File: src/rtl/vga_scanout_pkg.sv
// Shared timing defaults, widths and pixel types for the VGA read side of the frame buffer.
package vga_scanout_pkg;

  // 640x480@60 timing defaults, in pixel ticks (horizontal) and lines (vertical).
  localparam int unsigned DEF_H_ACTIVE   = 640;
  localparam int unsigned DEF_H_FP       = 16;
  localparam int unsigned DEF_H_SYNC     = 96;
  localparam int unsigned DEF_H_BP       = 48;
  localparam int unsigned DEF_V_ACTIVE   = 480;
  localparam int unsigned DEF_V_FP       = 10;
  localparam int unsigned DEF_V_SYNC     = 2;
  localparam int unsigned DEF_V_BP       = 33;
  localparam int unsigned DEF_H_TOTAL    = DEF_H_ACTIVE + DEF_H_FP + DEF_H_SYNC + DEF_H_BP;
  localparam int unsigned DEF_V_TOTAL    = DEF_V_ACTIVE + DEF_V_FP + DEF_V_SYNC + DEF_V_BP;

  // 50 MHz system clock divided down to the 25 MHz pixel rate.
  localparam int unsigned DEF_CLK_DIV    = 2;
  localparam int unsigned DEF_RD_LATENCY = 1;

  // Frame buffer geometry: each stored pixel covers a 2x2 block on screen.
  localparam int unsigned FB_ROWS = 240;
  localparam int unsigned FB_COLS = 320;

  localparam int unsigned CNT_W = 10;
  localparam int unsigned COL_W = 9;
  localparam int unsigned ROW_W = 8;
  localparam int unsigned PIX_W = 12;

  typedef logic [CNT_W-1:0] cnt_t;
  typedef logic [PIX_W-1:0] pixel_t;

  typedef struct packed {
    logic [3:0] r;
    logic [3:0] g;
    logic [3:0] b;
  } rgb_t;

  // Colour is forced to black outside the visible window.
  function automatic rgb_t blank_rgb(input logic visible, input pixel_t pix);
    rgb_t res;
    res = '0;
    if (visible) begin
      res = rgb_t'(pix);
    end
    return res;
  endfunction

endpackage

File: src/rtl/vga_scanout_timing_gen.sv
// Raster timing for the scanout: pixel-tick divider, h/v counters, raw sync, display enable,
// frame-start pulse and vblank level.
module vga_scanout_timing_gen
  import vga_scanout_pkg::*;
#(
  parameter int unsigned H_ACTIVE = DEF_H_ACTIVE,
  parameter int unsigned H_FP     = DEF_H_FP,
  parameter int unsigned H_SYNC   = DEF_H_SYNC,
  parameter int unsigned H_BP     = DEF_H_BP,
  parameter int unsigned V_ACTIVE = DEF_V_ACTIVE,
  parameter int unsigned V_FP     = DEF_V_FP,
  parameter int unsigned V_SYNC   = DEF_V_SYNC,
  parameter int unsigned V_BP     = DEF_V_BP,
  parameter int unsigned CLK_DIV  = DEF_CLK_DIV
) (
  input  logic             clk,
  input  logic             rst_n,
  output logic             tick,
  output logic             de,
  output logic             hs_raw,
  output logic             vs_raw,
  output logic [COL_W-1:0] col_addr,
  output logic [ROW_W-1:0] row_addr,
  output logic             frame_start,
  output logic             vblank
);

  localparam int unsigned H_TOTAL = H_ACTIVE + H_FP + H_SYNC + H_BP;
  localparam int unsigned V_TOTAL = V_ACTIVE + V_FP + V_SYNC + V_BP;
  localparam int unsigned DIV_W   = (CLK_DIV > 1) ? $clog2(CLK_DIV) : 1;

  localparam logic [DIV_W-1:0] DIV_LAST = DIV_W'(CLK_DIV - 1);

  localparam cnt_t H_LAST = CNT_W'(H_TOTAL - 1);
  localparam cnt_t V_LAST = CNT_W'(V_TOTAL - 1);
  localparam cnt_t H_VIS  = CNT_W'(H_ACTIVE);
  localparam cnt_t V_VIS  = CNT_W'(V_ACTIVE);
  localparam cnt_t HS_BEG = CNT_W'(H_ACTIVE + H_FP);
  localparam cnt_t HS_END = CNT_W'(H_ACTIVE + H_FP + H_SYNC);
  localparam cnt_t VS_BEG = CNT_W'(V_ACTIVE + V_FP);
  localparam cnt_t VS_END = CNT_W'(V_ACTIVE + V_FP + V_SYNC);

  // Both totals must fit the 10-bit raster counters.
  if ((H_TOTAL > (1 << CNT_W)) || (V_TOTAL > (1 << CNT_W))) begin : g_cnt_width_check
    $error("vga_scanout_timing_gen: H_TOTAL/V_TOTAL exceed counter width");
  end

  if (CLK_DIV == 0) begin : g_clk_div_check
    $error("vga_scanout_timing_gen: CLK_DIV must be at least 1");
  end

  logic [DIV_W-1:0] div_cnt;
  cnt_t             h_cnt;
  cnt_t             v_cnt;
  logic             h_wrap;
  logic             v_wrap;
  logic             at_origin;

  assign tick      = (div_cnt == DIV_LAST);
  assign h_wrap    = (h_cnt == H_LAST);
  assign v_wrap    = (v_cnt == V_LAST);
  assign at_origin = (h_cnt == '0) && (v_cnt == '0);

  // Divide the system clock down to one pixel tick every CLK_DIV clks.
  always_ff @(posedge clk or negedge rst_n) begin
    if (!rst_n) begin
      div_cnt <= '0;
    end else if (tick) begin
      div_cnt <= '0;
    end else begin
      div_cnt <= div_cnt + DIV_W'(1);
    end
  end

  // Raster position: h wraps at the end of each line and carries into v.
  always_ff @(posedge clk or negedge rst_n) begin
    if (!rst_n) begin
      h_cnt <= '0;
      v_cnt <= '0;
    end else if (tick) begin
      if (h_wrap) begin
        h_cnt <= '0;
        v_cnt <= v_wrap ? '0 : v_cnt + CNT_W'(1);
      end else begin
        h_cnt <= h_cnt + CNT_W'(1);
      end
    end
  end

  // Decode the current raster position; sync pulses are active low.
  always_comb begin
    de       = (h_cnt < H_VIS) && (v_cnt < V_VIS);
    hs_raw   = !((h_cnt >= HS_BEG) && (h_cnt < HS_END));
    vs_raw   = !((v_cnt >= VS_BEG) && (v_cnt < VS_END));
    // 2x2 scaling: drop the LSB of each screen coordinate.
    col_addr = h_cnt[CNT_W-1:1];
    row_addr = v_cnt[ROW_W:1];
  end

  // Writer-side markers; frame_start lasts one clk, vblank is a level held across ticks.
  always_ff @(posedge clk or negedge rst_n) begin
    if (!rst_n) begin
      frame_start <= 1'b0;
      vblank      <= 1'b0;
    end else begin
      frame_start <= tick && at_origin;
      if (tick) begin
        vblank <= (v_cnt >= V_VIS);
      end
    end
  end

endmodule

File: src/rtl/vga_scanout.sv
// VGA scanout: reads the 320x240 frame buffer with 2x2 scaling and drives 640x480@60 RGB and
// sync pins through a two-stage pipeline so colour and sync leave on the same tick.
module vga_scanout
  import vga_scanout_pkg::*;
#(
  parameter int unsigned H_ACTIVE   = DEF_H_ACTIVE,
  parameter int unsigned H_FP       = DEF_H_FP,
  parameter int unsigned H_SYNC     = DEF_H_SYNC,
  parameter int unsigned H_BP       = DEF_H_BP,
  parameter int unsigned V_ACTIVE   = DEF_V_ACTIVE,
  parameter int unsigned V_FP       = DEF_V_FP,
  parameter int unsigned V_SYNC     = DEF_V_SYNC,
  parameter int unsigned V_BP       = DEF_V_BP,
  parameter int unsigned CLK_DIV    = DEF_CLK_DIV,
  parameter int unsigned RD_LATENCY = DEF_RD_LATENCY
) (
  input  logic             clk,
  input  logic             rst_n,
  input  logic [PIX_W-1:0] fb_data,
  output logic [ROW_W-1:0] fb_row,
  output logic [COL_W-1:0] fb_col,
  output logic             fb_rd_en,
  output logic [3:0]       vga_r,
  output logic [3:0]       vga_g,
  output logic [3:0]       vga_b,
  output logic             vga_hs,
  output logic             vga_vs,
  output logic             frame_start,
  output logic             vblank
);

  // Read data is sampled one tick after the address, so it must settle within CLK_DIV clks.
  if (RD_LATENCY >= CLK_DIV) begin : g_rd_latency_check
    $error("vga_scanout: RD_LATENCY must be less than CLK_DIV");
  end

  // The scaled visible window must lie inside the frame buffer.
  if (((H_ACTIVE / 2) > FB_COLS) || ((V_ACTIVE / 2) > FB_ROWS)) begin : g_fb_size_check
    $error("vga_scanout: visible area larger than the frame buffer");
  end

  logic             tick;
  logic             de;
  logic             hs_raw;
  logic             vs_raw;
  logic [COL_W-1:0] col_addr;
  logic [ROW_W-1:0] row_addr;

  vga_scanout_timing_gen #(
    .H_ACTIVE (H_ACTIVE),
    .H_FP     (H_FP),
    .H_SYNC   (H_SYNC),
    .H_BP     (H_BP),
    .V_ACTIVE (V_ACTIVE),
    .V_FP     (V_FP),
    .V_SYNC   (V_SYNC),
    .V_BP     (V_BP),
    .CLK_DIV  (CLK_DIV)
  ) u_timing (
    .clk         (clk),
    .rst_n       (rst_n),
    .tick        (tick),
    .de          (de),
    .hs_raw      (hs_raw),
    .vs_raw      (vs_raw),
    .col_addr    (col_addr),
    .row_addr    (row_addr),
    .frame_start (frame_start),
    .vblank      (vblank)
  );

  logic   de_s0;
  logic   hs_s0;
  logic   vs_s0;
  logic   de_s1;
  logic   hs_s1;
  logic   vs_s1;
  pixel_t pix_s1;
  rgb_t   rgb_q;

  // Stage 0: issue the frame buffer read for visible pixels and capture the raw strobes.
  always_ff @(posedge clk or negedge rst_n) begin
    if (!rst_n) begin
      fb_row   <= '0;
      fb_col   <= '0;
      fb_rd_en <= 1'b0;
      de_s0    <= 1'b0;
      hs_s0    <= 1'b1;
      vs_s0    <= 1'b1;
    end else begin
      // Single-clk strobe, cleared on the clk after the tick.
      fb_rd_en <= tick && de;
      if (tick) begin
        de_s0 <= de;
        hs_s0 <= hs_raw;
        vs_s0 <= vs_raw;
        // The address holds through blanking so the RAM sees no spurious change.
        if (de) begin
          fb_col <= col_addr;
          fb_row <= row_addr;
        end
      end
    end
  end

  // Stage 1: sample the read data and delay the strobes to stay aligned with it.
  always_ff @(posedge clk or negedge rst_n) begin
    if (!rst_n) begin
      pix_s1 <= '0;
      de_s1  <= 1'b0;
      hs_s1  <= 1'b1;
      vs_s1  <= 1'b1;
    end else if (tick) begin
      pix_s1 <= fb_data;
      de_s1  <= de_s0;
      hs_s1  <= hs_s0;
      vs_s1  <= vs_s0;
    end
  end

  // Output stage: registered pins, colour blanked whenever the pixel is not visible.
  always_ff @(posedge clk or negedge rst_n) begin
    if (!rst_n) begin
      rgb_q  <= '0;
      vga_hs <= 1'b1;
      vga_vs <= 1'b1;
    end else if (tick) begin
      rgb_q  <= blank_rgb(de_s1, pix_s1);
      vga_hs <= hs_s1;
      vga_vs <= vs_s1;
    end
  end

  assign vga_r = rgb_q.r;
  assign vga_g = rgb_q.g;
  assign vga_b = rgb_q.b;

endmodule

File: config.mk
export PLATFORM = sky130hd
export DESIGN_NAME = vga_scanout
export DESIGN_NICKNAME = d
export VERILOG_FILES = /design/src/rtl/vga_scanout_pkg.sv /design/src/rtl/vga_scanout_timing_gen.sv /design/src/rtl/vga_scanout.sv
export SDC_FILE = /design/constraint.sdc
export NUM_CORES = 1
export LEC_CHECK = 0
export BUFFER_PORTS_ARGS = -buffer_cell sky130_fd_sc_hd__buf_2
export CORE_MARGIN = 1.5
export CORE_UTILIZATION = 63
export CTS_BUF_LIST = sky130_fd_sc_hd__clkbuf_8
export DETAILED_ROUTE_END_ITERATION = 6
export PLACE_DENSITY = 0.87
export RECOVER_POWER = 100
export SLEW_MARGIN = 0
export SYNTH_ARGS = -nofsm -noshare
export SYNTH_HDL_FRONTEND = slang
export SYNTH_SLANG_ARGS = --single-unit
File: constraint.sdc
create_clock -name clk -period 5.63 [get_ports clk]
set_input_delay 0.8445 -clock clk [delete_from_list [all_inputs] [get_ports clk]]
set_output_delay 0.8445 -clock clk [all_outputs]
set_load 0.01 [all_outputs]
After elaboration in Yosys (flattened, before gate mapping):

Index checks and enable logic that the tools add are counted.

* add/subtract/negate cells: 3
* bitwise operators: 0
* mux-type cells: 4
* shifts and indexed selects: 0
* eq/ne operators: 2
* divide/modulo/power cells: 0
* reductions and logical operators: 12
* $lt $le $gt $ge: 7
* multipliers: 0

Operators by type and width (count)
* $add 10x1->10 const B: 2
* $eq 10x10->1 const B: 2
* $ge 10x9->1 const B: 2
* $logic_not 10->1: 2
* $lt 10x10->1 const B: 2
* $lt 10x9->1 const B: 2
* $mux 10: 2
* $mux 12: 1
* $ge 10x10->1 const B: 1
* $logic_and 1x1->1: 6
* $reduce_and 2->1: 2
* $logic_not 1->1: 2
* $add 1x1->1 const B: 1
* $mux 1: 1

* memories kept: 0
* input port bits: 14
* output and inout port bits: 34
* RAM bits: 0
* bits in latches: 0
* register bits after elaboration: 73
* ROM bits: 0
* word-level logic and storage cells: 48

Longest topological paths before layout:

* word-level depth: 3
* gate-level depth with buffers: 6
* depth with buffers taken out: 6

By module:

A second synthesis with hierarchy kept.

* cells, all modules: 283
* area total of the unflattened synthesis: 3355.7 µm²

Modules (own cells, without submodules)
* vga_scanout: instances 1, sequential area each 1258.7 µm², area each 1939.4 µm², cells an instance 133
* vga_scanout_timing_gen: instances 1, sequential area each 575.6 µm², area each 1416.4 µm², cells an instance 150

Worst setup path after synthesis:

No wires, ideal clock.

* kind: flip-flop to flip-flop
* from: register u_timing.h_cnt[7]
* to: register u_timing.v_cnt[4]
* path slack: 3.868 ns
* library setup time: 0.066 ns
* buffers on the path: 2
* stages on the path, launching flop included: 7
* period minus slack after synthesis: 1.762 ns
* data required time: 5.564 ns
* data arrival time: 1.696 ns
* cells stage by stage: dfrtp_1 -> buf_2 -> nand4b_4 -> or3_1 -> buf_2 -> or4_1 -> nand2_1

* cells in the longest elaborated chain, start to end: 2

Ends and longest elaborated chain
* start: declaration: line vga_scanout_timing_gen.sv:53 `cnt_t h_cnt;`
* start signal: assignment: line vga_scanout_timing_gen.sv:85 `h_cnt <= h_cnt + CNT_W'(1);`
* $eq 10x10->1: line vga_scanout_timing_gen.sv:60 `assign h_wrap = (h_cnt == H_LAST);`
* $reduce_and 2->1 (no source line)
* end signal: assignment: line vga_scanout_timing_gen.sv:83 `v_cnt <= v_wrap ? '0 : v_cnt + CNT_W'(1);`
* end: declaration: line vga_scanout_timing_gen.sv:54 `cnt_t v_cnt;`

No other way between the ends.
A chain may end at the register's enable or synchronous reset.

Worst setup path in the final report:

* from: register u_timing.div_cnt, in the netlist u_timing.tick
* to: register fb_row[0]

* cells in the longest elaborated chain, start to end: 1

Ends and longest elaborated chain
* start: declaration: line vga_scanout_timing_gen.sv:52 `logic [DIV_W-1:0] div_cnt;`
* start signal: assignment: line vga_scanout_timing_gen.sv:71 `div_cnt <= div_cnt + DIV_W'(1);`
* $reduce_and 2->1 (no source line)
* end signal: assignment: line vga_scanout.sv:100 `fb_row <= row_addr;`
* end: declaration: line vga_scanout.sv:20 `output logic [ROW_W-1:0] fb_row,`

No other way between the ends.

==> flow_summary.ini <==
[status]
status = finished with violations
violations = capacitance limit, slew limit

[power_and_ir_drop]
comb_power_share_pct = 3.2
p_leak_uw = 0.001632
max-vdd-ir-drop_mv = 0.2384
power_uw = 919.9
seq_power_share_pct = 58.5
power.switching_uw = 207.2
p_int_uw = 712.7
pwr-share-clk_pct = 38.3
power_density_nw_per_um2 = 264.9
swShare_pct = 22.53

[global_route]
grt_pass1_wl_mm = 9.363
grt_max_degree = 74
grt_overflow = 0
antenna_found_initial = 0
grt_pass1_vias = 2045
track_usage_pct = 23.66

[detailed_routing]
detail_route.vias_per_cell = 5.573
routed_wl_mm = 5.723
drt-pass1-iter-count = 4
ant_nets = 0
dr_total_vias = 2140
drtIter0Drc = 221
drc = 0
wl_per_cell_um = 14.90

[logic_synthesis]
synth_xor_area_share_pct = 2.837
yosys.area_share.simple_pct = 14.43
ys_ff_latch = 73
yosys_warnings = 0
yosysUniqueCellTypes = 35
synth_fa_ha_area_share_pct = 1.621
synth_top_family_by_area = simple AND/OR/NAND/NOR gates
synth_compound_area_share_pct = 5.472
synth-edff-count = 0
synth_flop_cell = dfrtp_1
synth-async-reset-ratio_pct = 100.0
synth.mux.area_fraction_pct = 12.00
synth_nets = 283
synth_area_per_cell_um2 = 11.65
syn-cell-area_um2 = 3087
syn_inst = 265
seq_area_frac_synth_pct = 59.42

[timing]
fin_skew_ns = 0.009350
fmax_mhz = 400.4
setup_viol = 0
finalCritPeriodShare_pct = 44.36
slew_viol_final = 40
rsz0062_at_grt = no
tightest_slew_ns = 1.552
hold_ws_ns = 0.4911
finalSetupTns_ns = 0
hold_violations = 0
fin_crit_ns = 2.497
relSlewSlack_pct = -3.470

[worst_setup_path]
criticalPathCategory = register to register
critical-path-slowest-cell = dfrtp_1
critPathCaptureType = register
r2r-start = u_timing.tick$_DFF_PN0_
cpPeakStageDelay_ns = 0.66
crit_fanout = 18
worstPathRequired_ns = 5.86
crit_path_cell_trace = inv_1, nor3b_1, nand2_1, mux2_1
cp-startpoint = u_timing.tick$_DFF_PN0_
cp.arrival_ns = 2.72
start_kind = register

[placement]
port_buffers = 47
place_congestion = 0.9257
hpwlAfterDp_mm = 3.855
dpl_cell_area_um2 = 3366
place_inst = 368

[clock_network]
cts_made_buffers = 9
post_cts_resize_count = 0
cts-root-buf = clkbuf_8
path_clk_slew_ns = 0.07
cts_sinks = 73
cts_hold_buf = 0
worstSkewPairLatency_ns = 0.34
h-tree-depth = 3
cts_buffer_depth = 2
cts_tree = done
cts_setup_buffers = 0

[finish]
layout_commonest_cell = dfrtp_1
n_antenna_cell = 0
area_growth_syn_to_layout_pct = 12.48
drive_gt1_share_pct = 20.82
stdcell_count = 384
nets = 330
final_area_um2 = 3472
layout_common_cells = dfrtp_1 (67), clkbuf_1 (35), mux2_2 (31)

[die]
start_util_pct = 65.35
die_w_um = 73.00
rows = 25
core_region_area_um2 = 4723
io_pins = 48
dieArea_um2 = 5328
die_h_um = 73.00

[hold_path]
hp-class = register to register
min-delay-start = fb_row[0]$_DFFE_PN0P_

[job]
maxCapViolCount = 1
-- layer usage --
metal / GRT usage, % / vias up / routed length, µm
li1: - / 1010 / -
met1: 30.82 / 1050 / 2432
met2: 37.47 / 69 / 2888
met3: 6.354 / 11 / 298
met4: 10.06 / 0 / 103
met5: 0 / - / 0
-- area by class of cell --
cell class	instances	area [µm²]
Inverter	20	75.07
Tap cell	67	83.83
Fill cell	354	1251
Clock inverter	6	35.03
Clock buffer	10	137.6
Multi-Input combinational cell	159	1102
Timing Repair Buffer	49	203.9
Sequential cell	73	1834
-- sequential cells by signal (all words and copies together), names as in the netlist, 4 cells and up --
name,count
pix_s1,12
u_timing.h_cnt,10
u_timing.v_cnt,10
fb_col,9
fb_row,8
vga_b,4
vga_g,4
vga_r,4
-- synthesized netlist by cell type, drive strengths merged (2+ instances only) --
master / count / area [µm²]
ha: 4 / 50.05
mux2: 32 / 360.3
dfrtp: 67 / 1677
and3: 7 / 43.79
xor2: 4 / 35.03
o21ai: 20 / 100.1
inv: 20 / 75.07
dfstp: 6 / 157.7
nor3: 7 / 35.03
buf: 9 / 40.03
nor2: 14 / 52.55
a21oi: 6 / 30.03
nand2: 12 / 45.04
xnor2: 6 / 52.55
nand3: 22 / 110.1
nor4b: 3 / 26.28
clkbuf: 4 / 15.01
nand4: 7 / 43.79
or3: 2 / 12.51
-- worst max-delay path, delay by kind of cell, from the launching register on --
kind	cells	cell delay, ns
buffers and inverters	1	0.17
and+or+nand+nor	2	1.07
muxes	1	0.49
DFF	1	0.66
-- final timing paths --
kind	end	slack, ns	cells past startpoint
min reg2reg	fb_row[0]$_DFFE_PN0P_	0.49	1
max in group asynchronous	u_timing.h_cnt[2]$_DFFE_PN0P_	4.38	2
max reg2reg	fb_row[0]$_DFFE_PN0P_	3.13	4
max	fb_row[0]$_DFFE_PN0P_	3.13	4
min	fb_row[0]$_DFFE_PN0P_	0.49	1
min in group asynchronous	fb_row[5]$_DFFE_PN0P_	0.70	2
-- power by group through the flow --
stage	combinational (µW)	sequential (µW)	clock, µW
after floorplan	8.38	549	0
after global placement	30.4	547	0
after detailed placement	31.4	548	0
after CTS	31.8	538	356
after global routing	33.9	539	385
final	29.4	538	353
-- per-stage QoR --
step / setup slack, ns / util (%)
after detailed placement: 3.425 / 71.26
after global placement: 3.446 / 71.26
after global routing: 2.921 / 73.51
after floorplan: 3.868 / -
final: 3.133 / 73.51
after CTS: 3.403 / 74.91
-- logic make-up (layout without fill, tap and decap cells) --
logic type,count (synthesis),in the layout
simple gates,81,81
flops,73,73
mux,33,33
buf+inv,33,85
compound gates,31,31
xor+xnor,10,10
fa+ha+maj,4,4
Power figures use the tool's default switching activity.
